<file path="src/rtl/adat_frame_decoder_par.sv">
// adat_frame_decoder_par
// Frames the NRZI-decoded ADAT bitstream into user bits and per-channel samples.
// Each complete sample is written MSB-aligned into a circular RAM of frames.
// A frame becomes visible to the reader only when it commits: that updates the
// last-good index, user bits and mode, and pulses frame_valid_o. An aborted
// frame bumps a saturating error counter, and its slot is reused by the next frame.
module adat_frame_decoder_par #(
    parameter int CIRC_BUF_BITS = 3,
    parameter int NUM_CHANNELS  = 8,
    parameter int SAMPLE_BITS   = 24,
    parameter int WORD_BITS     = 32,
    parameter int ERR_CNT_BITS  = 8
) (
    input  logic                                           clk_x4_i,
    input  logic                                           reset_ni,
    input  logic                                           clk_main_tick_ni,
    input  logic                                           bit_i,
    input  logic                                           bit_valid_i,
    input  logic                                           sync_i,
    input  logic                                           smux_i,
    output logic                                           ram_we_o,
    output logic [CIRC_BUF_BITS+$clog2(NUM_CHANNELS)-1:0]  ram_addr_o,
    output logic [WORD_BITS-1:0]                           ram_data_o,
    output logic                                           frame_valid_o,
    output logic [CIRC_BUF_BITS-1:0]                       last_good_frame_idx_o,
    output logic [3:0]                                     user_bits_o,
    output logic                                           smux_o,
    output logic                                           has_sync_o,
    output logic [ERR_CNT_BITS-1:0]                        err_count_o
);
    localparam int CH_BITS  = $clog2(NUM_CHANNELS);
    localparam int NIBBLES  = SAMPLE_BITS / 4;
    localparam int NIB_BITS = (NIBBLES > 1) ? $clog2(NIBBLES) : 1;
    localparam logic [NIB_BITS-1:0]     NIB_LAST = NIB_BITS'(NIBBLES - 1);
    localparam logic [CH_BITS-1:0]      CH_LAST  = CH_BITS'(NUM_CHANNELS - 1);
    localparam logic [ERR_CNT_BITS-1:0] ERR_MAX  = {ERR_CNT_BITS{1'b1}};

    typedef enum logic [2:0] {
        StIdle     = 3'd0,
        StWaitSync = 3'd1,
        StUser     = 3'd2,
        StSamples  = 3'd3,
        StCommit   = 3'd4,
        StError    = 3'd5
    } state_t;

    // In SMUX2 mode the channel LSB selects the subsample, so it becomes the slot MSB.
    function automatic logic [CH_BITS-1:0] smux_slot(input logic [CH_BITS-1:0] ch);
        logic [CH_BITS-1:0] r;
        r = ch >> 1;
        r[CH_BITS-1] = ch[0];
        return r;
    endfunction

    state_t                     state_r, state_s;
    logic [1:0]                 sync_q_r;
    logic                       smux_frame_r;
    logic [3:0]                 user_sr_r;
    logic [1:0]                 user_cnt_r;
    logic [2:0]                 phase_r;        // 0 = marker bit, 1..4 = data bits of a nibble
    logic [NIB_BITS-1:0]        nib_r;
    logic [CH_BITS-1:0]         ch_r;
    logic [SAMPLE_BITS-2:0]     sample_r;       // last data bit is taken directly from bit_i
    logic [CIRC_BUF_BITS-1:0]   frame_slot_r;
    logic                       start_s, user_s, marker_s, data_s, write_s;
    logic                       commit_s, error_s, lock_lost_s;
    logic [WORD_BITS-1:0]       word_s;
    logic [CH_BITS-1:0]         slot_s;

    // Next-state and per-tick control decode
    always_comb begin
        state_s     = state_r;
        start_s     = 1'b0;
        user_s      = 1'b0;
        marker_s    = 1'b0;
        data_s      = 1'b0;
        write_s     = 1'b0;
        commit_s    = 1'b0;
        error_s     = 1'b0;
        lock_lost_s = 1'b0;
        case (state_r)
            StIdle: state_s = StWaitSync;
            StWaitSync: begin
                if (!bit_valid_i) begin
                    lock_lost_s = 1'b1;
                end else begin
                    lock_lost_s = 1'b0;
                end
                if ((sync_q_r == 2'd3) && bit_i && bit_valid_i) begin
                    start_s = 1'b1;
                    state_s = StUser;
                end else begin
                    state_s = StWaitSync;
                end
            end
            StUser: begin
                if (!bit_valid_i || sync_i) begin
                    state_s = StError;
                end else begin
                    user_s = 1'b1;
                    if (user_cnt_r == 2'd3) begin
                        state_s = StSamples;
                    end else begin
                        state_s = StUser;
                    end
                end
            end
            StSamples: begin
                if (!bit_valid_i || sync_i) begin
                    state_s = StError;
                end else if (phase_r == 3'd0) begin
                    if (!bit_i) begin
                        state_s = StError;
                    end else begin
                        marker_s = 1'b1;
                        state_s  = StSamples;
                    end
                end else begin
                    data_s = 1'b1;
                    if ((phase_r == 3'd4) && (nib_r == NIB_LAST)) begin
                        write_s = 1'b1;
                        if (ch_r == CH_LAST) begin
                            state_s = StCommit;
                        end else begin
                            state_s = StSamples;
                        end
                    end else begin
                        state_s = StSamples;
                    end
                end
            end
            StCommit: begin
                commit_s = 1'b1;
                state_s  = StWaitSync;
            end
            StError: begin
                error_s = 1'b1;
                state_s = StWaitSync;
            end
            default: state_s = StIdle;
        endcase
    end

    // Write word and RAM slot for the sample completing on this tick
    always_comb begin
        word_s = {WORD_BITS{1'b0}};
        word_s[WORD_BITS-1 -: SAMPLE_BITS] = {sample_r, bit_i};
        if (smux_frame_r) begin
            slot_s = smux_slot(ch_r);
        end else begin
            slot_s = ch_r;
        end
    end

    // State register, advanced only on bit ticks
    always_ff @(posedge clk_x4_i) begin
        if (!reset_ni) begin
            state_r <= StIdle;
        end else if (!clk_main_tick_ni) begin
            state_r <= state_s;
        end
    end

    // One-clock strobes: set on the tick edge, dropped on the following edge
    always_ff @(posedge clk_x4_i) begin
        if (!reset_ni) begin
            ram_we_o      <= 1'b0;
            frame_valid_o <= 1'b0;
        end else if (!clk_main_tick_ni) begin
            ram_we_o      <= write_s;
            frame_valid_o <= commit_s;
        end else begin
            ram_we_o      <= 1'b0;
            frame_valid_o <= 1'b0;
        end
    end

    // Framing counters, shift registers and committed-frame outputs
    always_ff @(posedge clk_x4_i) begin
        if (!reset_ni) begin
            sync_q_r              <= 2'd0;
            smux_frame_r          <= 1'b0;
            user_sr_r             <= 4'd0;
            user_cnt_r            <= 2'd0;
            phase_r               <= 3'd0;
            nib_r                 <= {NIB_BITS{1'b0}};
            ch_r                  <= {CH_BITS{1'b0}};
            sample_r              <= {(SAMPLE_BITS-1){1'b0}};
            frame_slot_r          <= {CIRC_BUF_BITS{1'b0}};
            ram_addr_o            <= {(CIRC_BUF_BITS+CH_BITS){1'b0}};
            ram_data_o            <= {WORD_BITS{1'b0}};
            last_good_frame_idx_o <= {CIRC_BUF_BITS{1'b0}};
            user_bits_o           <= 4'd0;
            smux_o                <= 1'b0;
            has_sync_o            <= 1'b0;
            err_count_o           <= {ERR_CNT_BITS{1'b0}};
        end else if (!clk_main_tick_ni) begin
            if (state_r == StWaitSync) begin
                if (sync_i) begin
                    if (sync_q_r != 2'd3) begin
                        sync_q_r <= sync_q_r + 2'd1;
                    end
                end else begin
                    sync_q_r <= 2'd0;
                end
            end else begin
                sync_q_r <= 2'd0;
            end
            if (lock_lost_s) begin
                has_sync_o <= 1'b0;
            end
            if (start_s) begin
                smux_frame_r <= smux_i;
                user_cnt_r   <= 2'd0;
                phase_r      <= 3'd0;
                nib_r        <= {NIB_BITS{1'b0}};
                ch_r         <= {CH_BITS{1'b0}};
            end
            if (user_s) begin
                user_sr_r  <= {user_sr_r[2:0], bit_i};
                user_cnt_r <= user_cnt_r + 2'd1;
            end
            if (marker_s) begin
                phase_r <= 3'd1;
            end
            if (data_s) begin
                sample_r <= {sample_r[SAMPLE_BITS-3:0], bit_i};
                if (phase_r == 3'd4) begin
                    phase_r <= 3'd0;
                    if (nib_r == NIB_LAST) begin
                        nib_r <= {NIB_BITS{1'b0}};
                        ch_r  <= ch_r + CH_BITS'(1);
                    end else begin
                        nib_r <= nib_r + NIB_BITS'(1);
                    end
                end else begin
                    phase_r <= phase_r + 3'd1;
                end
            end
            if (write_s) begin
                ram_addr_o <= {frame_slot_r, slot_s};
                ram_data_o <= word_s;
            end
            if (commit_s) begin
                last_good_frame_idx_o <= frame_slot_r;
                frame_slot_r          <= frame_slot_r + CIRC_BUF_BITS'(1);
                user_bits_o           <= user_sr_r;
                smux_o                <= smux_frame_r;
                has_sync_o            <= 1'b1;
            end
            if (error_s) begin
                has_sync_o <= 1'b0;
                if (err_count_o != ERR_MAX) begin
                    err_count_o <= err_count_o + ERR_CNT_BITS'(1);
                end
            end
        end
    end

endmodule

</file>
<file path="config.mk">
export PLATFORM = sky130hd
export DESIGN_NAME = adat_frame_decoder_par
export DESIGN_NICKNAME = d
export VERILOG_FILES = /design/src/rtl/adat_frame_decoder_par.sv
export SDC_FILE = /design/constraint.sdc
export NUM_CORES = 1
export LEC_CHECK = 0
export CAP_MARGIN = 15
export CORE_ASPECT_RATIO = 2
export CORE_MARGIN = 2
export CORE_UTILIZATION = 45
export DETAILED_ROUTE_END_ITERATION = 7
export PLACE_DENSITY = 0.69
export REMOVE_ABC_BUFFERS = 1
export SYNTH_ARGS = -nofsm -noshare
export SYNTH_HDL_FRONTEND = slang
export SYNTH_SLANG_ARGS = --single-unit
</file>
<file path="constraint.sdc">
create_clock -name clk_x4_i -period 3.3 [get_ports clk_x4_i]
set_input_delay 0.66 -clock clk_x4_i [delete_from_list [all_inputs] [get_ports clk_x4_i]]
set_output_delay 0.66 -clock clk_x4_i [all_outputs]
set_load 0.01 [all_outputs]
</file>
==> results_dict.tcl <==
set metrics [dict create \
    status "finished, final reports clean" \
    post-cts-setup-buffers 0 \
    synth_top_cell_area_share_pct 48.7 \
    crit_start "clk_main_tick_ni" \
    io_buffers 55 \
    grt_pass1_wl_um 14000 \
    drive_above_1_share_pct 6.05 \
    min-delay-start "ram_data_o[29]$_SDFFE_PN0P_" \
    area_growth_pct 22.3 \
    synth_top_area_cell "dfxtp_1" \
    clk_transition_reported_paths_ns 0.06 \
    syn_area_per_cell_um2 8.20 \
    p_leak_uw 0.00166 \
    postCtsHoldBufs 0 \
    fin_hold_ws_ns 0.451 \
    drt_iter0_drc 229 \
    clk-insertion-delay-late_ns 0.33 \
    antenna_cells 0 \
    tightestPinTransition_ns 0.766 \
    nFillCells 814 \
    num_io_pins 64 \
    core_area_mm2 0.00859 \
    cts_sinks 96 \
    cts_tree "yes" \
    hold_class "reg2reg" \
    worst_path_max_delay_cell "or3_1" \
    vias 3381 \
    ys_async_sr_fraction_pct 0 \
    path_buf_inv 1 \
    ir_drop_uv 341 \
    synth_area_leaders "dfxtp_1, nand2_1, a21oi_1, ha_1, clkbuf_1" \
    slew_headroom_pct 48.9 \
    reg2reg_depth 4 \
    crit_fanout 23 \
    first_pass_iters 4 \
    first_global_vias 3222 \
    hold_end "ram_data_o[29]$_SDFFE_PN0P_" \
    grt-ovfl-total 0 \
    route.detailed.drc 0 \
    syn-instance-count 481 \
    fp-row-count 48 \
    synth-edff-count 0 \
    clock-root-buffer "clkbuf_16" \
    required_ns 3.49 \
    whs_path_depth 2 \
    path_cells "clkdlybuf4s50_1 > nand4bb_1 > or3_1 > nand2_1 > a21oi_1" \
    nNetsFinal 539 \
    viasPerCell 5.38 \
    cts_htree_levels 3 \
    crit_type "in2reg" \
    reg2reg_from "state_r[0]$_SDFFE_PN0N_" \
    grt_max_degree 39 \
    post-route-util_pct 56.2 \
    yosys_register_bits 96 \
    die_x_um 70.2 \
    hold_viol_final 0 \
    rrSetupSlack_ns 1.27 \
    antenna_found_initial 0 \
    fin_setup_tns_ns 0 \
    gp_congestion 0.820 \
    r2r_end "sample_r[6]$_SDFFE_PN0P_" \
    ant_nets 0 \
    ys.flop_type "dfxtp_1" \
    end_kind "register" \
    synth.most_common_cell "nand2_1" \
    post-layout-total-power_uw 2250 \
    yosysSeqAreaShare_pct 48.7 \
    finalCriticalPeriod_ns 2.41 \
    clockBufferDepth 2 \
    die_height_um 136 \
    dp_hpwl_um 5800 \
    cp_top_family "simple AND/OR/NAND/NOR gates" \
    arrival_ns 2.60 \
    synth_common_cells "nand2_1, dfxtp_1, a21oi_1, clkbuf_1, nor2_1" \
    synth_cell_types 51 \
    cts_buffers 9 \
    drv_cap 0 \
    syn-cell-area_mm2 0.00395 \
    cts-resized-gates 0 \
    die-area_mm2 0.00958 \
    routedWlPerCell_um 13.1 \
    yosysWarnings 0 \
    wl_um 8260 \
    cp_slowest_stage_delay_ns 0.73 \
    fin_crit_sh_pct 73.0 \
    drv_slew 0 \
    timing.fmax_mhz 415 \
    finClkSkew_ns 0.00478 \
    rsz0062_at_grt "false" \
    cp-start-kind "input port" \
    setup_viol_count_final 0 \
    power.density_mw_per_mm2 466 \
    start_util_pct 45.9 \
    grt_usage_pct 18.0 \
]
-- worst min-delay path: cells and delay by family, from the launching register on --
family | cells | cell delay (ns)
compound gates | 1 | 0.05
flops | 1 | 0.31
simple gates | 1 | 0.05
-- routing by layer --
layer	vias up	global-route usage (%)	share of wire (%)
met5	-	0	0
met1	1602	19.3	41
li1	1696	-	-
met3	14	4.37	3.5
met4	0	7.59	2.1
met2	69	33.0	54
-- flip-flops by register name, indices dropped and copies added, names as in the netlist --
name	flops
ram_data_o	24
sample_r	23
err_count_o	8
ram_addr_o	6
user_bits_o	4
user_sr_r	4
ch_r	3
frame_slot_r	3
last_good_frame_idx_o	3
nib_r	3
phase_r	3
state_r	3
sync_q_r	2
user_cnt_r	2
frame_valid_o	1
has_sync_o	1
ram_we_o	1
smux_frame_r	1
smux_o	1
-- worst max-delay path by stage --
stage	to	slack, ns	depth (start not counted)
after global routing	sample_r[7]$_SDFFE_PN0P_	0.75	5
after detailed placement	sample_r[7]$_SDFFE_PN0P_	0.55	5
after CTS	sample_r[6]$_SDFFE_PN0P_	0.92	5
after floorplan	nib_r[1]$_SDFFE_PN0N_	0.91	3
final	sample_r[6]$_SDFFE_PN0P_	0.89	5
after global placement	sample_r[6]$_SDFFE_PN0P_	0.65	5
-- layout by cell type, fill, tap and decap left out, types with 3 or more instances in the layout --
cell	synthesis	routed
a211oi_1	3	3
a21oi_1	76	76
and3_1	3	3
buf_4	8	8
clkbuf_16	0	9
clkdlybuf4s50_1	0	55
conb_1	1	8
dfxtp_1	96	96
ha_1	8	8
inv_1	6	5
mux2_2	3	3
mux2i_1	5	5
nand2_1	141	141
nand2b_1	5	5
nand3_1	12	12
nand3b_1	5	5
nand4_1	4	4
nand4bb_1	3	3
nor2_1	18	18
nor2b_1	3	3
nor3_1	3	3
o21ai_0	4	4
o31ai_1	3	3
or3_1	5	5
xnor2_1	3	3
xor2_1	3	3
-- cell families after synthesis --
group	Yosys count	synth area share, %
AND/OR/NAND/NOR	217	25.3
AO/OA/AOI/OAI	101	14.6
flip-flops	96	48.7
buffers and inverters	44	5.33
adder cells (fa/ha/maj)	8	2.54
multiplexers	8	2.12
XOR/XNOR	6	1.33
other	1	0.0950
-- area by class of cell --
type	count	area, um2	area share, %
Clock buffer	13	260	5.39
Clock inverter	3	40.0	0.829
Inverter	6	22.5	0.467
Multi-Input combinational cell	348	1850	38.3
Sequential cell	96	1920	39.8
Tap cell	100	125	2.59
Timing Repair Buffer	63	611	12.6
-- power breakdown --
group | internal, uW | switching, uW | leakage [uW]
clock network | 626 | 407 | 0.000150
logic | 16.5 | 35.9 | 0.000737
registers | 1160 | 3.80 | 0.000773
-- through the flow --
step	area (um2)	setup slack [ns]	cells
6_report	4830	0.892	629
5_1_grt	4830	0.748	629
4_1_cts	4830	0.921	629
3_5_place_dp	4530	0.554	613
3_3_place_gp	4530	0.648	613
2_1_floorplan	3780	0.907	450
Power figures use the tool's default switching activity.
